===== config.mk =====
export PLATFORM = sky130hd
export DESIGN_NAME = row_buff_reader
export DESIGN_NICKNAME = d
export VERILOG_FILES = /design/src/rtl/row_buff_reader.sv
export SDC_FILE = /design/constraint.sdc
export NUM_CORES = 1
export LEC_CHECK = 0
export ABC_AREA = 0
export BUFFER_PORTS_ARGS = -buffer_cell sky130_fd_sc_hd__buf_2
export CAP_MARGIN = 5
export CORE_ASPECT_RATIO = 1.4
export CORE_UTILIZATION = 38
export DETAILED_ROUTE_END_ITERATION = 8
export GPL_TIMING_DRIVEN = 1
export PLACE_DENSITY = 0.72
export SLEW_MARGIN = 15
export SYNTH_ARGS = -nofsm -noshare
export SYNTH_HDL_FRONTEND = slang
export SYNTH_SLANG_ARGS = --single-unit

===== constraint.sdc =====
create_clock -name clk -period 2.5 [get_ports clk]
set_clock_uncertainty 0.1 [all_clocks]
set_input_delay 0.5 -clock clk [delete_from_list [all_inputs] [get_ports clk]]
set_output_delay 0.5 -clock clk [all_outputs]
set_load 0.01 [all_outputs]

===== src/rtl/row_buff_reader.sv =====
// -----------------------------------------------------------------------------
// row_buff_reader
//
// Read-side controller for a single-row pixel line buffer. Row-complete
// credits from the writer are queued; each credit drains one row of
// BEATS = IMAGE_DIM / PIXELS_PER_BEAT beats out of the buffer in address
// order. The buffer's 1-cycle read latency is absorbed by a 2-entry skid
// FIFO that feeds an AXI4-Stream master port (tlast = last beat of a row,
// tuser = first beat of a frame).
//
// Ports:
//   clk, aresetn     clock, asynchronous active-low reset
//   row_done         1-cycle pulse: one full row written to the buffer
//   buf_rd_en        read strobe to the buffer (data returns next cycle)
//   buf_rd_data      buffer read data, valid the cycle after buf_rd_en
//   m_axis_t*        AXI4-Stream master (tdata/tvalid/tready/tlast/tuser)
//   busy             controller is not idle
//   credit_overflow  sticky: a row_done was dropped because the queue was full
//   stall_cycles     cycles with tvalid=1 and tready=0 (optional)
//
// Build option: define ROW_READER_STATS_EN to enable the saturating
// stall_cycles counter; otherwise stall_cycles is tied to zero.
// -----------------------------------------------------------------------------
module row_buff_reader #(
    parameter int PIXELS_PER_BEAT = 16,
    parameter int IMAGE_DIM       = 512,
    parameter int DATA_WIDTH      = 8 * PIXELS_PER_BEAT,
    parameter int MAX_PENDING     = 2
) (
    input  logic                  clk,
    input  logic                  aresetn,
    input  logic                  row_done,
    output logic                  buf_rd_en,
    input  logic [DATA_WIDTH-1:0] buf_rd_data,
    output logic [DATA_WIDTH-1:0] m_axis_tdata,
    output logic                  m_axis_tvalid,
    input  logic                  m_axis_tready,
    output logic                  m_axis_tlast,
    output logic                  m_axis_tuser,
    output logic                  busy,
    output logic                  credit_overflow,
    output logic [31:0]           stall_cycles
);

    localparam int BEATS  = IMAGE_DIM / PIXELS_PER_BEAT;
    localparam int BEAT_W = (BEATS > 1) ? $clog2(BEATS) : 1;
    localparam int ROW_W  = (IMAGE_DIM > 1) ? $clog2(IMAGE_DIM) : 1;
    localparam int CRED_W = $clog2(MAX_PENDING + 1);

    localparam logic [BEAT_W-1:0] LAST_BEAT = BEAT_W'(BEATS - 1);
    localparam logic [ROW_W-1:0]  LAST_ROW  = ROW_W'(IMAGE_DIM - 1);
    localparam logic [CRED_W-1:0] CRED_MAX  = CRED_W'(MAX_PENDING);

    typedef enum logic [1:0] {IDLE, STREAM, DRAIN} state_t;

    // One skid entry: the beat plus the framing flags decided at issue time.
    typedef struct packed {
        logic                  first;
        logic                  last;
        logic [DATA_WIDTH-1:0] data;
    } entry_t;

    state_t            state, state_next;
    logic [CRED_W-1:0] credits;
    logic [BEAT_W-1:0] issue_cnt;
    logic [ROW_W-1:0]  row_cnt;
    logic              rd_inflight, rd_last, rd_first;
    entry_t            fifo_mem [2];
    logic              fifo_rd_ptr, fifo_wr_ptr;
    logic [1:0]        fifo_count;
    logic              consume, pop, push, head_last;
    logic [2:0]        slots_used;

    assign pop       = m_axis_tvalid && m_axis_tready;
    assign push      = rd_inflight;
    assign head_last = fifo_mem[fifo_rd_ptr].last;

    // Skid slots claimed next cycle if no new read is issued now. Counting
    // the slot freed by this cycle's pop is what allows one strobe per cycle
    // under tready=1; it also makes buf_rd_en combinational on m_axis_tready.
    assign slots_used = 3'(fifo_count) - 3'(pop) + 3'(rd_inflight);

    // NOTE: every output of this block gets a default before the case, so no
    // path leaves a signal unassigned and no latch is inferred.
    always_comb begin
        state_next = state;
        buf_rd_en  = 1'b0;
        consume    = 1'b0;
        case (state)
            IDLE: begin
                if (credits != '0) begin
                    state_next = STREAM;
                    consume    = 1'b1;
                end
            end
            STREAM: begin
                if (slots_used < 3'd2) begin
                    buf_rd_en = 1'b1;
                    if (issue_cnt == LAST_BEAT) state_next = DRAIN;
                end
            end
            DRAIN: begin
                if (pop && head_last) begin
                    // A row_done in this same cycle is good enough to chain.
                    if (credits != '0 || row_done) begin
                        state_next = STREAM;
                        consume    = 1'b1;
                    end else begin
                        state_next = IDLE;
                    end
                end
            end
            default: state_next = IDLE;
        endcase
    end

    // NOTE: registers use non-blocking assignments so every flop samples
    // the pre-edge values regardless of process evaluation order.
    always_ff @(posedge clk or negedge aresetn) begin
        if (!aresetn) state <= IDLE;
        else          state <= state_next;
    end

    // Credit queue: a simultaneous consume and row_done leaves it unchanged.
    always_ff @(posedge clk or negedge aresetn) begin
        if (!aresetn) begin
            credits         <= '0;
            credit_overflow <= 1'b0;
        end else if (consume && !row_done) begin
            credits <= credits - CRED_W'(1);
        end else if (row_done && !consume) begin
            if (credits == CRED_MAX) credit_overflow <= 1'b1;
            else                     credits <= credits + CRED_W'(1);
        end
    end

    // Read issue side: the in-flight flag and its framing tags mirror the
    // buffer's 1-cycle latency so the data lands in the skid with them.
    always_ff @(posedge clk or negedge aresetn) begin
        if (!aresetn) begin
            issue_cnt   <= '0;
            rd_inflight <= 1'b0;
            rd_last     <= 1'b0;
            rd_first    <= 1'b0;
        end else begin
            rd_inflight <= buf_rd_en;
            if (buf_rd_en) begin
                rd_last  <= (issue_cnt == LAST_BEAT);
                rd_first <= (issue_cnt == '0) && (row_cnt == '0);
            end
            if (consume)        issue_cnt <= '0;
            else if (buf_rd_en) issue_cnt <= issue_cnt + BEAT_W'(1);
        end
    end

    // Row counter advances on the tlast handshake; a new row is only issued
    // after that, so issue-time row_cnt always names the row being read.
    always_ff @(posedge clk or negedge aresetn) begin
        if (!aresetn)              row_cnt <= '0;
        else if (pop && head_last) row_cnt <= (row_cnt == LAST_ROW) ? '0 : row_cnt + ROW_W'(1);
    end

    // NOTE: the skid storage is reset because its head drives tdata/tlast/
    // tuser directly, and those outputs must read zero during reset.
    always_ff @(posedge clk or negedge aresetn) begin
        if (!aresetn) begin
            fifo_mem[0] <= '0;
            fifo_mem[1] <= '0;
            fifo_rd_ptr <= 1'b0;
            fifo_wr_ptr <= 1'b0;
            fifo_count  <= 2'd0;
        end else begin
            if (push) begin
                fifo_mem[fifo_wr_ptr] <= '{first: rd_first, last: rd_last, data: buf_rd_data};
                fifo_wr_ptr           <= ~fifo_wr_ptr;
            end
            if (pop) fifo_rd_ptr <= ~fifo_rd_ptr;
            case ({push, pop})
                2'b10:   fifo_count <= fifo_count + 2'd1;
                2'b01:   fifo_count <= fifo_count - 2'd1;
                default: fifo_count <= fifo_count;
            endcase
        end
    end

    assign m_axis_tvalid = (fifo_count != 2'd0);
    assign m_axis_tdata  = fifo_mem[fifo_rd_ptr].data;
    assign m_axis_tlast  = m_axis_tvalid && head_last;
    assign m_axis_tuser  = m_axis_tvalid && fifo_mem[fifo_rd_ptr].first;
    assign busy          = (state != IDLE);

`ifdef ROW_READER_STATS_EN
    logic [31:0] stall_q;

    always_ff @(posedge clk or negedge aresetn) begin
        if (!aresetn)                                          stall_q <= '0;
        else if (m_axis_tvalid && !m_axis_tready && stall_q != '1) stall_q <= stall_q + 32'd1;
    end

    assign stall_cycles = stall_q;
`else
    assign stall_cycles = '0;
`endif

endmodule


# == After elaboration in Yosys (flattened, before gate mapping) ==
# Index checks and enable logic that the tools add are counted.
# Widths: inputs -> output; s select.
# word_totals
word_cells,94
out_inout_bits,166
register_bits,286
inputBits,132
# classes
bitwise_logic,5
order_cmp,4
mux,25
n_eq_ne,12
n_addsub,8
n_reduce_logical,23
# op_table
cell,n
$mux 130,4
$bwmux 260,1
$demux 130 s1,1
$mux 2,7
$reduce_bool 2->1,6
$mux 5,2
$ne 2x2->1 const B,5
$add 9x1->9 const B,1
$eq 9x9->1 const B,1
$logic_not 9->1,1
$mux 9,1
$logic_and 1x1->1,8
$eq 2x2->1 const B,3
$mux 1,6
$pmux 2 s3,1
$add 5x1->5 const B,1
$eq 5x5->1 const B,1
$logic_not 5->1,1
$add 2x1->2 const B,2
$eq 2x1->1 const B,2
$ge 2x2->1 const B,2
$not 1->2,2
$pmux 2 s2,1
$reduce_and 4->1,1
12 further kinds,16

# == Logic depth before layout (Yosys ltp) ==
# Gate-level depths: netlist of run 1.
# logic_depth
ltp_word,11
depth_mapped,10
depth_no_buf,9

# == Least setup slack after synthesis of run 1 ==
# Ideal clock, no wire load.
# synth_path
path_type,flip-flop to output port
start,reg fifo_count[1]
end,out buf_rd_en
t_arrival_ps,2024
path_buffers,1
t_required_ps,1900
path_slack_ps,-124
stages_incl_launch_ff,9
cell_sequence,dfrtp_1 -> buf_2 -> o21ai_1 -> or2_2 -> inv_1 -> fa_1 -> and3b_1 -> nand2_1 -> inv_1
# synth_between
elab_chain_len,7
# synth_rtl
element,line,source
from (decl),70,logic [1:0] fifo_count;
from (signal assigned),179,2'b10: fifo_count <= fifo_count + 2'd1;
from (signal assigned),180,2'b01: fifo_count <= fifo_count - 2'd1;
from (signal assigned),181,default: fifo_count <= fifo_count;
$reduce_bool 2->1,186,assign m_axis_tvalid = (fifo_count != 2'd0);
$logic_and 1x1->1,74,assign pop = m_axis_tvalid && m_axis_tready;
$sub 2x1->3 (*),81,assign slots_used = 3'(fifo_count) - 3'(pop) + 3'(rd_inflight);
$add 3x1->3 (*),81,
$lt 3x2->1 (*),97,if (slots_used < 3'd2) begin
$mux 1 (*),97,
$mux 1 (*),89,case (state)
to (decl),33,"output logic buf_rd_en,"
# Mark *: on every way between the ends. The rest lies on a longest branch, timed or not.

# == Worst setup path in the final report of run 1 ==
# layout_path
start,reg fifo_count[0]
end,out buf_rd_en
# Same word-level chain as after synthesis.

==> impl_metrics.tcl, run 1 <==
set metrics [dict create \
    ys_ff_latch 286 \
    startpoint_type "flop" \
    synth_seq_area_share_pct 55.6 \
    cpMaxStageDelayCell "fa_1" \
    power_switching_mw 7.69 \
    ant_nets 0 \
    first_pass_iters 4 \
    dpl.cell_count 1580 \
    cp_cell_sequence "o21ai_2 -> or2_4 -> inv_2 -> fa_1 -> and3b_2 -> nand2_2 -> inv_2 -> buf_6" \
    root_buffer "clkbuf_16" \
    io_buffers 265 \
    crit_top_cell "inv_2" \
    synth-simple-area-share_pct 2.32 \
    wire_per_inst_um 17.5 \
    period_minus_slack_ns 2.87 \
    utilization_pct 50.1 \
    violations "setup timing" \
    internal_power_mw 16.7 \
    pin_count 298 \
    synth_top_family_by_area "multiplexers" \
    drt-vias-per-instance 4.83 \
    hp-class "input pin to flop" \
    clockPowerShare_pct 18.0 \
    postSynthCellCount 882 \
    endpoint_kind "output port" \
    critical_path.max_stage_delay_ns 0.51 \
    drc_errors 0 \
    grt_pass1_wl_um 45400 \
    cts.reportedPaths.clkPinSlew_ns 0.06 \
    nFillCells 2895 \
    die_x_um 158 \
    syn2layout_area_growth_pct 29.7 \
    leakage_nw 7.59 \
    drv_slew 0 \
    p_sw_share_pct 31.6 \
    setup_violations 28 \
    clock_latency_ns 0.55 \
    crit_type "flop to output port" \
    yosysWarnings 0 \
    async_flop_share_pct 100 \
    cts_buffers 29 \
    dieHeight_um 220 \
    path_buf_inv 3 \
    required_ns 1.90 \
    htreeDepth 1 \
    synthMuxAreaShare_pct 34.1 \
    vias 8033 \
    finalPower_mw 24.3 \
    synth_cell_types 43 \
    clk_path_buf_depth 3 \
    hold_viol 0 \
    synth-xor-area-share_pct 0.749 \
    cts_tree "done" \
    yosys_most_used_dff "dfrtp_1" \
    grt_usage_pct 16.7 \
    initial_core_util_pct 38.6 \
    placed_area_mm2 0.0148 \
    drtIter0Drc 282 \
    slew_headroom_pct 63.8 \
    final_cells 1664 \
    die-area_mm2 0.0346 \
    drv_cap 0 \
    totalWireLength_um 29200 \
    status "finished, violations left" \
    first_global_vias 8836 \
    timing.fmax_ghz 0.348 \
    dp.final_hpwl_um 18700 \
    rows 79 \
    synthAdderAreaFrac_pct 1.03 \
    timing.setup.tns_ns -1.81 \
    drive_gt1_share_pct 64.5 \
    stdcell_area_mm2 0.0167 \
    max-vdd-ir-drop_mv 0.830 \
    final_net_count 1338 \
    cp_top_family "adder cells" \
    antenna_found_initial 2 \
    pwr-share-seq_pct 32.9 \
    avgSynthCellArea_um2 14.6 \
    post-route-period-util_pct 115 \
    worst_pin_slew_ns 0.543 \
    crit_arrival_ns 2.27 \
    core_mm2 0.0333 \
    synth_compound_area_share_pct 1.56 \
    rsz0062_at_grt "yes" \
    synth_edf_count 0 \
    cp_max_fo 2 \
    cts_num_sinks 286 \
    grt_overflow 0 \
    synth_area_mm2 0.0129 \
    grt_max_degree 65 \
    setup_slack_ns -0.375 \
    gp_congestion 0.762 \
    p_comb_share_pct 49.2 \
    p_per_area_mw_per_mm2 1460 \
]
[final cells by class]
class,count,area [µm²],share of cell area (%)
Clock inverter,8,93.8,0.562
Multi-Input combinational cell,535,5340,32.0
Antenna cell,3,7.51,0.0450
Tap cell,445,557,3.34
Inverter,11,41.3,0.247
Clock buffer,43,868,5.20
Timing Repair Buffer,333,2610,15.7
Sequential cell,286,7160,42.9
[layout by cell type (no fill, tap or decap), types with 15 or more instances in the layout]
master / Yosys / layout
mux2_2: 388 / 375
dfrtp_1: 286 / 284
buf_2: 33 / 205
buf_6: 10 / 64
buf_4: 34 / 34
conb_1: 1 / 32
clkbuf_16: 0 / 30
nand2_1: 19 / 16
buf_12: 0 / 16
o21ai_0: 15 / 15
[metal layers]
metal / up-vias / routed length [µm] / track usage [%]
met5: - / 0 / 0
met4: 0 / 918 / 6.67
met3: 53 / 1580 / 3.17
met2: 216 / 15600 / 31.4
met1: 4086 / 11100 / 18.1
li1: 3678 / - / -
[path summary, 6_finish.rpt]
check / start / to / slack (ns) / depth (start not counted)
worst max-delay path: fifo_count[0] / buf_rd_en / -0.37 / 8
worst min-delay path: buf_rd_data[6] / fifo_mem[136] / 0.09 / 2
worst max register to register: fifo_rd_ptr / credits[1] / 0.12 / 9
worst min register to register: fifo_mem[126] / fifo_mem[126] / 0.40 / 1
max in group asynchronous: aresetn / fifo_mem[75] / 1.14 / 3
min in group asynchronous: aresetn / fifo_mem[59] / 0.40 / 2
[state kept, by name (all words and copies together) (netlist names), 2 cells and up]
signal      flops
fifo_mem      260
fifo_count      2
row_cnt         9
issue_cnt       5
state           2
credits         2
[power by group through the flow]
stage	Clock [mW]	Combinational [mW]	Sequential, mW
CTS	4.50	11.7	7.98
floorplan	0	6.82	7.66
detailed placement	0	9.78	8.10
global placement	0	9.60	7.93
finish	4.37	12.0	8.00
global route	4.68	12.8	8.29
[kinds of logic (layout without fill, tap and decap cells)]
kind of cell,after synthesis,after routing
muxes,390,390
DFF,286,286
buffers and inverters,92,395
and+or+nand+nor,60,60
AOI/OAI and AO/OA,32,32
xor gates and xnor gates,11,11
adders and majority gates,10,10
other,1,35
[worst reg2reg max path: cells and delay by family, from the launching register on]
family | cells | cell delay (ns)
multiplexers | 1 | 0.14
XOR/XNOR | 2 | 0.27
AO/OA/AOI/OAI | 1 | 0.30
adder cells (fa/ha/maj) | 1 | 0.24
flip-flops | 1 | 0.51
buffers and inverters | 2 | 0.27
AND/OR/NAND/NOR | 2 | 0.44
[stage by stage]
stage	worst slack, ns	hold slack [ns]
detailed placement	-0.0603	0.387
global placement	-0.0589	0.381
finish	-0.375	0.0915
global route	-0.457	0.0716
CTS	-0.374	0.0553
floorplan	0.000888	0.104
[synth_stat cells (2+ instances only)]
library cell    n  area (µm²)
or2_2           2        12.5
a21oi_1         4        20.0
and3_1          3        18.8
buf_2          33         165
buf_4          34         255
buf_1           2        7.51
a31oi_1         2        12.5
mux2_2        388        4370
xor2_1          6        52.6
o31ai_1         2        15.0
xnor2_1         5        43.8
ha_1            9         113
nor3_1          3        15.0
dfrtp_1       286        7160
a21o_1          3        22.5
nor4b_1         2        17.5
mux2i_1         2        20.0
buf_6          10         113
nor2_1         14        52.6
nand3_1         6        30.0
o21ai_0        15        75.1
nand3b_1        2        15.0
inv_1          11        41.3
nand2_1        19        71.3
[repair_timing]
action | 4_1_cts | 5_1_grt
endpoints found under the setup margin | 118 | 54
gates cloned | 6 | 1
buffers inserted | 16 | 9
gates resized for setup | 92 | 36
endpoints found under the hold margin | 53 | 0
hold buffers | 1 | 0
pin swaps | 2 | 7
Power figures use the tool's default switching activity.
==> run 2, diff against run 1 <==
--- a/config.mk
+++ b/config.mk
@@ -12,7 +12,7 @@
 export CORE_UTILIZATION = 38
 export DETAILED_ROUTE_END_ITERATION = 8
 export GPL_TIMING_DRIVEN = 1
-export PLACE_DENSITY = 0.72
+export PLACE_DENSITY_LB_ADDON = 0.2
 export SLEW_MARGIN = 15
 export SYNTH_ARGS = -nofsm -noshare
 export SYNTH_HDL_FRONTEND = slang
==> impl_metrics.tcl, run 2 (synthesis gave the netlist of run 1 again) <==
set metrics [dict create \
    status "finished, violations left" \
    violations "setup timing" \
    nFillCells 2942 \
    crit_type "flop to output port" \
    drv_slew 0 \
    internal_power_mw 17.5 \
    clock_latency_ns 0.56 \
    grt_overflow 0 \
    clk_path_buf_depth 3 \
    post-route-period-util_pct 115 \
    dieHeight_um 220 \
    leakage_nw 7.71 \
    drc_errors 0 \
    vias 8036 \
    drv_cap 0 \
    totalWireLength_um 30200 \
    final_net_count 1336 \
    wire_per_inst_um 18.2 \
    antenna_found_initial 3 \
    cp_max_fo 2 \
    ant_nets 0 \
    hp-class "input pin to flop" \
    endpoint_kind "output port" \
    syn2layout_area_growth_pct 33.2 \
    drtIter0Drc 245 \
    setup_violations 84 \
    crit_arrival_ns 2.28 \
    cts_num_sinks 286 \
    cts.reportedPaths.clkPinSlew_ns 0.07 \
    placed_area_mm2 0.0147 \
    cts_buffers 29 \
    mostFrequentLayoutCell "mux2_2" \
    hold_viol 0 \
    p_sw_share_pct 31.1 \
    clockPowerShare_pct 16.0 \
    dp_slack_ns -0.0962 \
    pwr-share-seq_pct 31.2 \
    initial_core_util_pct 38.6 \
    largest_register_ffs 260 \
    largest-register "fifo_mem" \
    finalPower_mw 25.4 \
    reg_top3 "fifo_mem (260), row_cnt (9), issue_cnt (5)" \
    rows 79 \
    die_x_um 158 \
    power_switching_mw 7.91 \
    die-area_mm2 0.0346 \
    max-vdd-ir-drop_mv 0.716 \
    p_per_area_mw_per_mm2 1480 \
    stdcell_area_mm2 0.0171 \
    final_cell_mix "385 x mux2_2, 285 x dfrtp_1, 136 x buf_2, 131 x buf_6, 37 x clkbuf_16" \
    dpl.cell_count 1569 \
    cts_tree "done" \
    required_ns 1.90 \
    grt_pass1_wl_um 46300 \
    setup_slack_ns -0.380 \
    dp.final_hpwl_um 18600 \
    drive_gt1_share_pct 63.6 \
    gp_congestion 0.780 \
    drt-vias-per-instance 4.85 \
    grt_usage_pct 17.2 \
    first_global_vias 8536 \
    htreeDepth 1 \
    final_cells 1657 \
    first_pass_iters 4 \
    root_buffer "clkbuf_16" \
    core_mm2 0.0333 \
    rsz0062_at_grt "yes" \
    startpoint_type "flop" \
    p_comb_share_pct 52.8 \
    grt_max_degree 72 \
    timing.fmax_ghz 0.347 \
    period_minus_slack_ns 2.88 \
    io_buffers 265 \
    pin_count 298 \
]
run 2: critical path, cell delays in order (launching register included):
cell and delay, ns:
dfrtp_1 0.39, o21ai_2 0.18, or2_4 0.14, inv_1 0.04, fa_1 0.53, and3b_2 0.21
nand2_2 0.07, inv_2 0.08, buf_6 0.10
run 2: routing by layer:
| metal | up-vias | part of all wire [%] | GRT usage, % | routed length (µm) |
|---|---|---|---|---|
| li1 | 3692 | - | - | - |
| met1 | 4101 | 40 | 20.1 | 12100 |
| met2 | 196 | 52 | 30.9 | 15800 |
| met3 | 45 | 5.4 | 3.60 | 1640 |
| met4 | 2 | 2.0 | 5.63 | 609 |
| met5 | - | 0.056 | 0 | 17 |
run 2: final cells by class:
cell class | instances | area, µm² | area share (%)
Timing Repair Buffer | 331 | 3230 | 18.8
Clock inverter | 9 | 76.3 | 0.445
Antenna cell | 2 | 5.00 | 0.0292
Clock buffer | 38 | 779 | 4.55
Sequential cell | 286 | 7160 | 41.8
Multi-Input combinational cell | 535 | 5290 | 30.9
Inverter | 11 | 41.3 | 0.241
Tap cell | 445 | 557 | 3.25
run 2: final timing paths:
path	start	endpoint	slack, ns	cells past startpoint
setup / recovery	fifo_count[0]	buf_rd_en	-0.38	8
max in group asynchronous	aresetn	fifo_mem[109]	1.25	3
min in group asynchronous	aresetn	fifo_mem[178]	0.32	2
hold reg to reg	credit_overflow	credit_overflow	0.38	1
setup reg to reg	fifo_count[0]	rd_last	0.24	9
hold / removal	buf_rd_data[91]	fifo_mem[91]	0.08	2
run 2: timing repair:
item	in CTS	in global routing
hold endpoints to repair	32	0
setup buffers	13	6
gates cloned	11	8
pin swaps	4	5
endpoints found under the setup margin	129	132
hold buffers	1	0
gates resized for setup	103	84
run 2: power groups by stage:
stage	Combinational (mW)	Sequential, mW	Clock, mW
3_5_place_dp	9.73	8.02	0
2_1_floorplan	6.82	7.66	0
4_1_cts	12.2	7.93	4.22
5_1_grt	14.3	8.25	4.39
6_report	13.4	7.93	4.06
3_3_place_gp	9.64	7.93	0
run 2: stage by stage:
step | utilization, % | hold slack (ns) | TNS (ns)
floorplan | - | 0.104 | 0
CTS | 49.6 | 0.0451 | -5.73
global route | 51.4 | 0.0655 | -9.81
global placement | 44.1 | 0.313 | -0.0949
finish | 51.4 | 0.0811 | -2.33
detailed placement | 44.1 | 0.309 | -0.0962
